--- src/rtl/if_litebpu_pkg.sv ---
// ----------------------------------------------------------------------------
// if_litebpu_pkg
//   Shared constants and types for the fetch-stage static branch predictor.
//   PC_Size / XLEN  : PC/target width and register width
//   bpu_state_e     : xN-base read FSM encoding (IDLE=0, RS1RD=1)
//   X0 / X1         : register index constants used for jalr base selection
//   idx_is_xn()     : true for any rs1 index that needs a regfile read
// ----------------------------------------------------------------------------
package if_litebpu_pkg;

  localparam int PC_Size = 32;
  localparam int XLEN    = 32;

  typedef enum logic {
    BPU_IDLE  = 1'b0,
    BPU_RS1RD = 1'b1
  } bpu_state_e;

  localparam logic [4:0] X0 = 5'd0;
  localparam logic [4:0] X1 = 5'd1;

  function automatic logic idx_is_xn(input logic [4:0] idx);
    return (idx != X0) && (idx != X1);
  endfunction

endpackage

--- src/rtl/if_bpu_adder.sv ---
// ----------------------------------------------------------------------------
// if_bpu_adder
//   Single target adder shared by every prediction case (jal, bxx, jalr).
//   The sum wraps modulo 2^PC_Size; carry-out is dropped.
//   i_op1 : base (pc, 0, x1 or rs1 read data)
//   i_op2 : branch/jump immediate, already sized to PC_Size
//   o_sum : predicted target
// ----------------------------------------------------------------------------
module if_bpu_adder
  import if_litebpu_pkg::*;
(
  input  logic [PC_Size-1:0] i_op1,
  input  logic [PC_Size-1:0] i_op2,
  output logic [PC_Size-1:0] o_sum
);

  assign o_sum = i_op1 + i_op2;

endmodule

--- src/rtl/if_litebpu.sv ---
// ----------------------------------------------------------------------------
// if_litebpu
//   Static branch predictor / next-fetch target generator in the IF stage.
//   jal and backward bxx predict taken, forward bxx not taken, jalr always
//   taken. The jalr base comes from x0 (zero), the dedicated x1 tap, or a
//   one-cycle regfile read of rs1 that stalls fetch until the data returns.
//
//   Ports
//     clk, rst            : clock, synchronous active-high reset
//     dec_i_valid         : decoded instruction valid this cycle
//     dec_i_ready         : fetch accepts the current prediction
//     flush               : pipeline flush from EXU
//     pc                  : PC of the decoded instruction
//     dec_ifj/jal/jalr/bxx: mini-decoder classification
//     dec_bjp_imm         : sign-extended branch/jump immediate
//     dec_jalr_rs1_indx   : jalr rs1 index
//     oitf_empty          : no long-pipe instruction outstanding
//     ir_empty/ir_rs1en   : IR stage occupancy / IR uses regfile rs1 port
//     ir_rd_wen/ir_rd_idx : IR instruction destination
//     rf2bpu_x1           : live x1 value
//     rf2bpu_rs1          : regfile rs1 read data (valid cycle after enable)
//     bpu2rf_rs1_ena      : rs1 read request
//     bpu_wait            : stall fetch, prediction not yet valid
//     prdt_taken/prdt_pc  : prediction and target
//
//   FSM states
//     state     | meaning
//     ----------+-----------------------------------------------------------
//     BPU_IDLE  | no rs1 read in flight; jalr xN waits here for a free port
//     BPU_RS1RD | rs1 read issued; rf2bpu_rs1 holds the jalr base until the
//               | prediction is accepted or flushed
// ----------------------------------------------------------------------------
module if_litebpu
  import if_litebpu_pkg::*;
(
  input  logic               clk,
  input  logic               rst,
  input  logic               dec_i_valid,
  input  logic               dec_i_ready,
  input  logic               flush,
  input  logic [PC_Size-1:0] pc,
  input  logic               dec_ifj,
  input  logic               dec_jal,
  input  logic               dec_jalr,
  input  logic               dec_bxx,
  input  logic [XLEN-1:0]    dec_bjp_imm,
  input  logic [4:0]         dec_jalr_rs1_indx,
  input  logic               oitf_empty,
  input  logic               ir_empty,
  input  logic               ir_rs1en,
  input  logic               ir_rd_wen,
  input  logic [4:0]         ir_rd_idx,
  input  logic [XLEN-1:0]    rf2bpu_x1,
  input  logic [XLEN-1:0]    rf2bpu_rs1,
  output logic               bpu2rf_rs1_ena,
  output logic               bpu_wait,
  output logic               prdt_taken,
  output logic [PC_Size-1:0] prdt_pc
);

  bpu_state_e r_state;

  logic               w_v;
  logic               w_rs1_x0;
  logic               w_rs1_x1;
  logic               w_rs1_xn;
  logic               w_ir_wr_x1;
  logic               w_ir_wr_rs1;
  logic               w_dep_x1;
  logic               w_dep_xn;
  logic               w_free;
  logic               w_xn_jalr;
  logic               w_rs1_ena;
  logic               w_accept;
  logic [PC_Size-1:0] w_base;
  logic [PC_Size-1:0] w_imm;
  logic [PC_Size-1:0] w_target;

  // flush gates the qualifier, which suppresses taken, wait and the enable
  assign w_v = dec_i_valid & dec_ifj & ~flush;

  assign w_rs1_x0 = (dec_jalr_rs1_indx == X0);
  assign w_rs1_x1 = (dec_jalr_rs1_indx == X1);
  assign w_rs1_xn = idx_is_xn(dec_jalr_rs1_indx);

  assign w_ir_wr_x1  = ~ir_empty & ir_rd_wen & (ir_rd_idx == X1);
  assign w_ir_wr_rs1 = ~ir_empty & ir_rd_wen & (ir_rd_idx == dec_jalr_rs1_indx);

  assign w_dep_x1  = dec_jalr & w_rs1_x1 & (~oitf_empty | w_ir_wr_x1);
  assign w_dep_xn  = ~oitf_empty | w_ir_wr_rs1;
  assign w_free    = ir_empty | ~ir_rs1en;
  assign w_xn_jalr = dec_jalr & w_rs1_xn;

  // read port is borrowed only when IR is not using it and no older
  // instruction can still write the register being read
  assign w_rs1_ena = (r_state == BPU_IDLE) & w_v & w_xn_jalr & w_free & ~w_dep_xn;

  assign w_accept = dec_i_valid & dec_i_ready;

  always_ff @(posedge clk) begin
    if (rst) begin
      r_state <= BPU_IDLE;
    end else if (flush) begin
      r_state <= BPU_IDLE;
    end else if (r_state == BPU_IDLE) begin
      if (w_rs1_ena) r_state <= BPU_RS1RD;
    end else begin
      // valid dropping without acceptance keeps the read data parked
      if (w_accept) r_state <= BPU_IDLE;
    end
  end

  // base mux feeding the single shared adder
  always_comb begin
    w_base = pc;
    if (dec_jalr) begin
      if (w_rs1_x0)      w_base = '0;
      else if (w_rs1_x1) w_base = PC_Size'(rf2bpu_x1);
      else               w_base = PC_Size'(rf2bpu_rs1);
    end
  end

  assign w_imm = PC_Size'(dec_bjp_imm);

  if_bpu_adder u_adder (
    .i_op1 (w_base),
    .i_op2 (w_imm),
    .o_sum (w_target)
  );

  assign bpu2rf_rs1_ena = w_rs1_ena;
  assign bpu_wait       = w_v & (w_dep_x1 | (w_xn_jalr & (r_state == BPU_IDLE)));
  // bxx static rule: backward (negative immediate) taken, forward not taken
  assign prdt_taken     = w_v & (dec_jal | dec_jalr | (dec_bxx & dec_bjp_imm[XLEN-1]));
  assign prdt_pc        = w_target;

endmodule
--- config.mk ---
export PLATFORM = sky130hd
export DESIGN_NAME = if_litebpu
export DESIGN_NICKNAME = d
export VERILOG_FILES = /design/src/rtl/if_litebpu_pkg.sv /design/src/rtl/if_bpu_adder.sv /design/src/rtl/if_litebpu.sv
export SDC_FILE = /design/constraint.sdc
export NUM_CORES = 1
export LEC_CHECK = 0
export CAP_MARGIN = 20
export CELL_PAD_IN_SITES_DETAIL_PLACEMENT = 1
export CELL_PAD_IN_SITES_GLOBAL_PLACEMENT = 2
export CORE_ASPECT_RATIO = 0.75
export CORE_MARGIN = 1
export CORE_UTILIZATION = 15
export CTS_BUF_LIST = sky130_fd_sc_hd__clkbuf_8
export CTS_CLUSTER_SIZE = 16
export DETAILED_ROUTE_END_ITERATION = 12
export PLACE_DENSITY = 0.78
export SLEW_MARGIN = 10
export SYNTH_ARGS = -nofsm -noshare
export SYNTH_HDL_FRONTEND = slang
export SYNTH_SLANG_ARGS = --single-unit
--- constraint.sdc ---
create_clock -name clk -period 3.8 [get_ports clk]
set_clock_uncertainty 0.1 [all_clocks]
set_input_delay 0.57 -clock clk [delete_from_list [all_inputs] [get_ports clk]]
set_output_delay 0.57 -clock clk [all_outputs]
set_load 0.03 [all_outputs]
==> results of run 1 <==
==> tightest hold or removal path: stages, from the launching register on <==
cell     delay, ps
dfxtp_1        310
a21oi_1        130
nor3_1          60
==> stage by stage <==
stage	setup slack, ps	area, um2
finish	-553	7810
global route	-709	7810
CTS	-455	7200
detailed placement	-964	6160
global placement	-867	6160
floorplan	-156	3080
==> power breakdown <==
group / switching, mW / total (mW) / internal (mW) / leakage (nW)
clock: 0 / 0 / 0 / 0
combinational: 0.930 / 1.95 / 1.02 / 3.14
sequential: 0.0000634 / 0.0108 / 0.0108 / 0.00806
==> logic make-up (layout without fill, tap and decap cells) <==
| group | Yosys count | after routing | synth area share [%] |
|---|---|---|---|
| compound gates | 137 | 137 | 34.0 |
| xor+xnor | 34 | 34 | 10.9 |
| fa+ha+maj | 35 | 35 | 16.4 |
| buf+inv | 42 | 377 | 6.39 |
| flops | 1 | 1 | 0.736 |
| mux | 1 | 1 | 0.368 |
| simple gates | 183 | 183 | 31.2 |
==> layer usage <==
metal	global-route usage [%]	vias to the layer above	wire, um
met5	0	-	0
met4	3.16	0	289
li1	-	2257	-
met1	24.8	2296	8330
met2	34.1	145	9240
met3	2.71	21	1080
==> cells in the mapped netlist (2+ instances only) <==
library cell / instances / share of area (%)
nand2_1: 56 / 7.7
nor2_1: 52 / 7.2
nand3_1: 38 / 7.0
a21oi_1: 36 / 6.6
ha_1: 34 / 16
a31oi_1: 33 / 7.6
clkbuf_1: 22 / 3.0
xnor2_1: 20 / 6.4
xor2_1: 14 / 4.5
inv_1: 12 / 1.7
a21o_1: 11 / 3.0
o21ai_0: 10 / 1.8
nor3_1: 7 / 1.3
a211oi_1: 6 / 1.7
buf_2: 6 / 1.1
nand4_1: 6 / 1.4
o21ai_1: 5 / 0.92
and3_1: 4 / 0.92
nand2b_1: 4 / 0.92
o21bai_1: 4 / 1.1
o211ai_1: 3 / 0.83
o31ai_1: 3 / 0.83
a211o_1: 2 / 0.64
a21boi_1: 2 / 0.55
a311oi_2: 2 / 1.1
nand3b_1: 2 / 0.55
nor4b_1: 2 / 0.64
o2111ai_1: 2 / 0.64
o211a_1: 2 / 0.74
o21a_1: 2 / 0.55
o221ai_1: 2 / 0.64
or3_1: 2 / 0.46
==> how the worst min path moves through the flow <==
stage,slack (ps),end
finish,460,r_state
global route,490,r_state
CTS,460,r_state
detailed placement,450,r_state
global placement,440,r_state
floorplan,400,r_state
==> timing repair <==
item / CTS / global route
gates cloned: 3 / 0
buffers inserted: 39 / 19
endpoints found under the setup margin: 28 / 26
gates resized for setup: 161 / 90
pin swaps: 105 / 81
==> final cells by class <==
cell class                      count  area share, %
Multi-Input combinational cell    390           49.6
Timing Repair Buffer              365           45.7
Inverter                           12          0.577
Sequential cell                     1          0.256
Tap cell                          242           3.88
==> results.json, run 1 <==
{
  "dp_hpwl_mm": 13.7,
  "powerDensity_mw_per_mm2": 251,
  "synthCells": 433,
  "cp-end-kind": "output port",
  "tns_ps": -9210,
  "worstHoldStart": "r_state",
  "worstSetupPathType": "input port to output port",
  "power_mw": 1.96,
  "multiInputGateArea_mm2": 0.00387,
  "crit_required_ps": 3130,
  "dpl.cell_count": 955,
  "synth.avg_cell_area_um2": 6.28,
  "crit_buf_inv": 8,
  "hold_class": "register to register",
  "reg.largest.list": "r_state x1",
  "synth_ff_type": "dfxtp_1",
  "crit_end": "prdt_pc[26]",
  "grt_pass1_vias": 5184,
  "top_register": "r_state",
  "status": "finished with violations",
  "rr_worst_depth": 4,
  "drt-total-wl_mm": 18.9,
  "worstReg2RegEnd": "r_state",
  "setup.worst_path.start": "dec_jalr_rs1_indx[2]",
  "drc": 0,
  "critPathTopFamily": "compound AO/OA/AOI/OAI gates",
  "min_period_over_period_pct": 115,
  "coreArea_mm2": 0.0177,
  "largest_reg_flops": 1,
  "hold_slack_ps": 458,
  "synthToLayoutAreaGrowth_pct": 187,
  "slew_headroom_pct": 68.4,
  "portBuffers": 185,
  "vias": 4719,
  "track_usage_pct": 19.3,
  "grt_max_degree": 24,
  "synthesis.nets": 619,
  "violations": "negative setup slack",
  "leakagePower_nw": 3.15,
  "crit_top_cell": "buf_6",
  "maxCapViolations": 0,
  "layout_common_cells": "148 x clkdlybuf4s50_1, 145 x buf_4, 45 x nor2_1, 45 x buf_6, 41 x nand2_1",
  "setup_slack_ps": -553,
  "ys_ff_latch": 1,
  "drive_gt1_share_pct": 49.7,
  "grt_pass1_wl_mm": 28.3,
  "gr-total-overflow": 0,
  "wl_per_cell_um": 18.8,
  "drt.antenna.violating_nets": 0,
  "cp.depth": 18,
  "reg2reg_slack_ps": 2530,
  "slowest_stage": "o31ai_1",
  "critical_path.max_fanout": 8,
  "rsz0062_at_grt": "yes",
  "worst_pin_slew_ps": 470,
  "start_util_pct": 15.4,
  "die_area_mm2": 0.0187,
  "holdBufCountCts": 0,
  "cts.clk_slew.worst_paths_ps": 0,
  "crit_path_max_incr_delay_ps": 450,
  "nets": 956,
  "drtIter0Drc": 184,
  "ioPinCount": 186,
  "r2r-start": "r_state",
  "die_x_um": 158,
  "cp.arrival_ps": 3680,
  "ir_worst_vdd_mv": 0.155,
  "post-route-util_pct": 44.1,
  "startpoint_type": "input port",
  "synth_edf_count": 0,
  "gp_congestion": 0.838,
  "ys_warn_count": 0,
  "synth_cell_types": 59,
  "final-max-slew-violation-count": 0,
  "yosysSeqAreaShare_pct": 0.736,
  "setup_viol": 26,
  "fill_cells": 2019,
  "fmax_ghz": 0.230,
  "die_h_um": 119,
  "vias_per_cell": 4.67,
  "stdcell_count": 1010,
  "clock_latency_ps": 0,
  "drt_pass1_iterations": 4,
  "grt_antenna_before_repair": 0,
  "layout_commonest_cell": "clkdlybuf4s50_1",
  "async_reset_ff_share_pct": 0,
  "synth_area_mm2": 0.00272,
  "seq_area_um2": 20.0,
  "period_needed_ps": 4350,
  "path_cells": "buf_6, buf_6, nor4_4, buf_6, buf_12, buf_4, nand3_2, a31oi_4, ha_4, buf_4, buf_4, nor2_1, o31ai_1, a22oi_2, o21bai_4, nor4b_4, a211oi_4, buf_6",
  "rows": 42,
  "min_path_cells": 2,
  "n_antenna_cell": 0,
  "hold_viol": 0
}
Note: power is estimated with default switching activity, not from simulation.
==> run 2, diff against run 1 <==
--- a/config.mk
+++ b/config.mk
@@ -12,7 +12,7 @@
 export CORE_MARGIN = 1
 export CORE_UTILIZATION = 15
 export CTS_BUF_LIST = sky130_fd_sc_hd__clkbuf_8
-export CTS_CLUSTER_SIZE = 16
+export CTS_CLUSTER_SIZE = 24
 export DETAILED_ROUTE_END_ITERATION = 12
 export PLACE_DENSITY = 0.78
 export SLEW_MARGIN = 10
==> results of run 2 <==
Same layout as run 1: the final DEF is identical, and so are final timing and power.
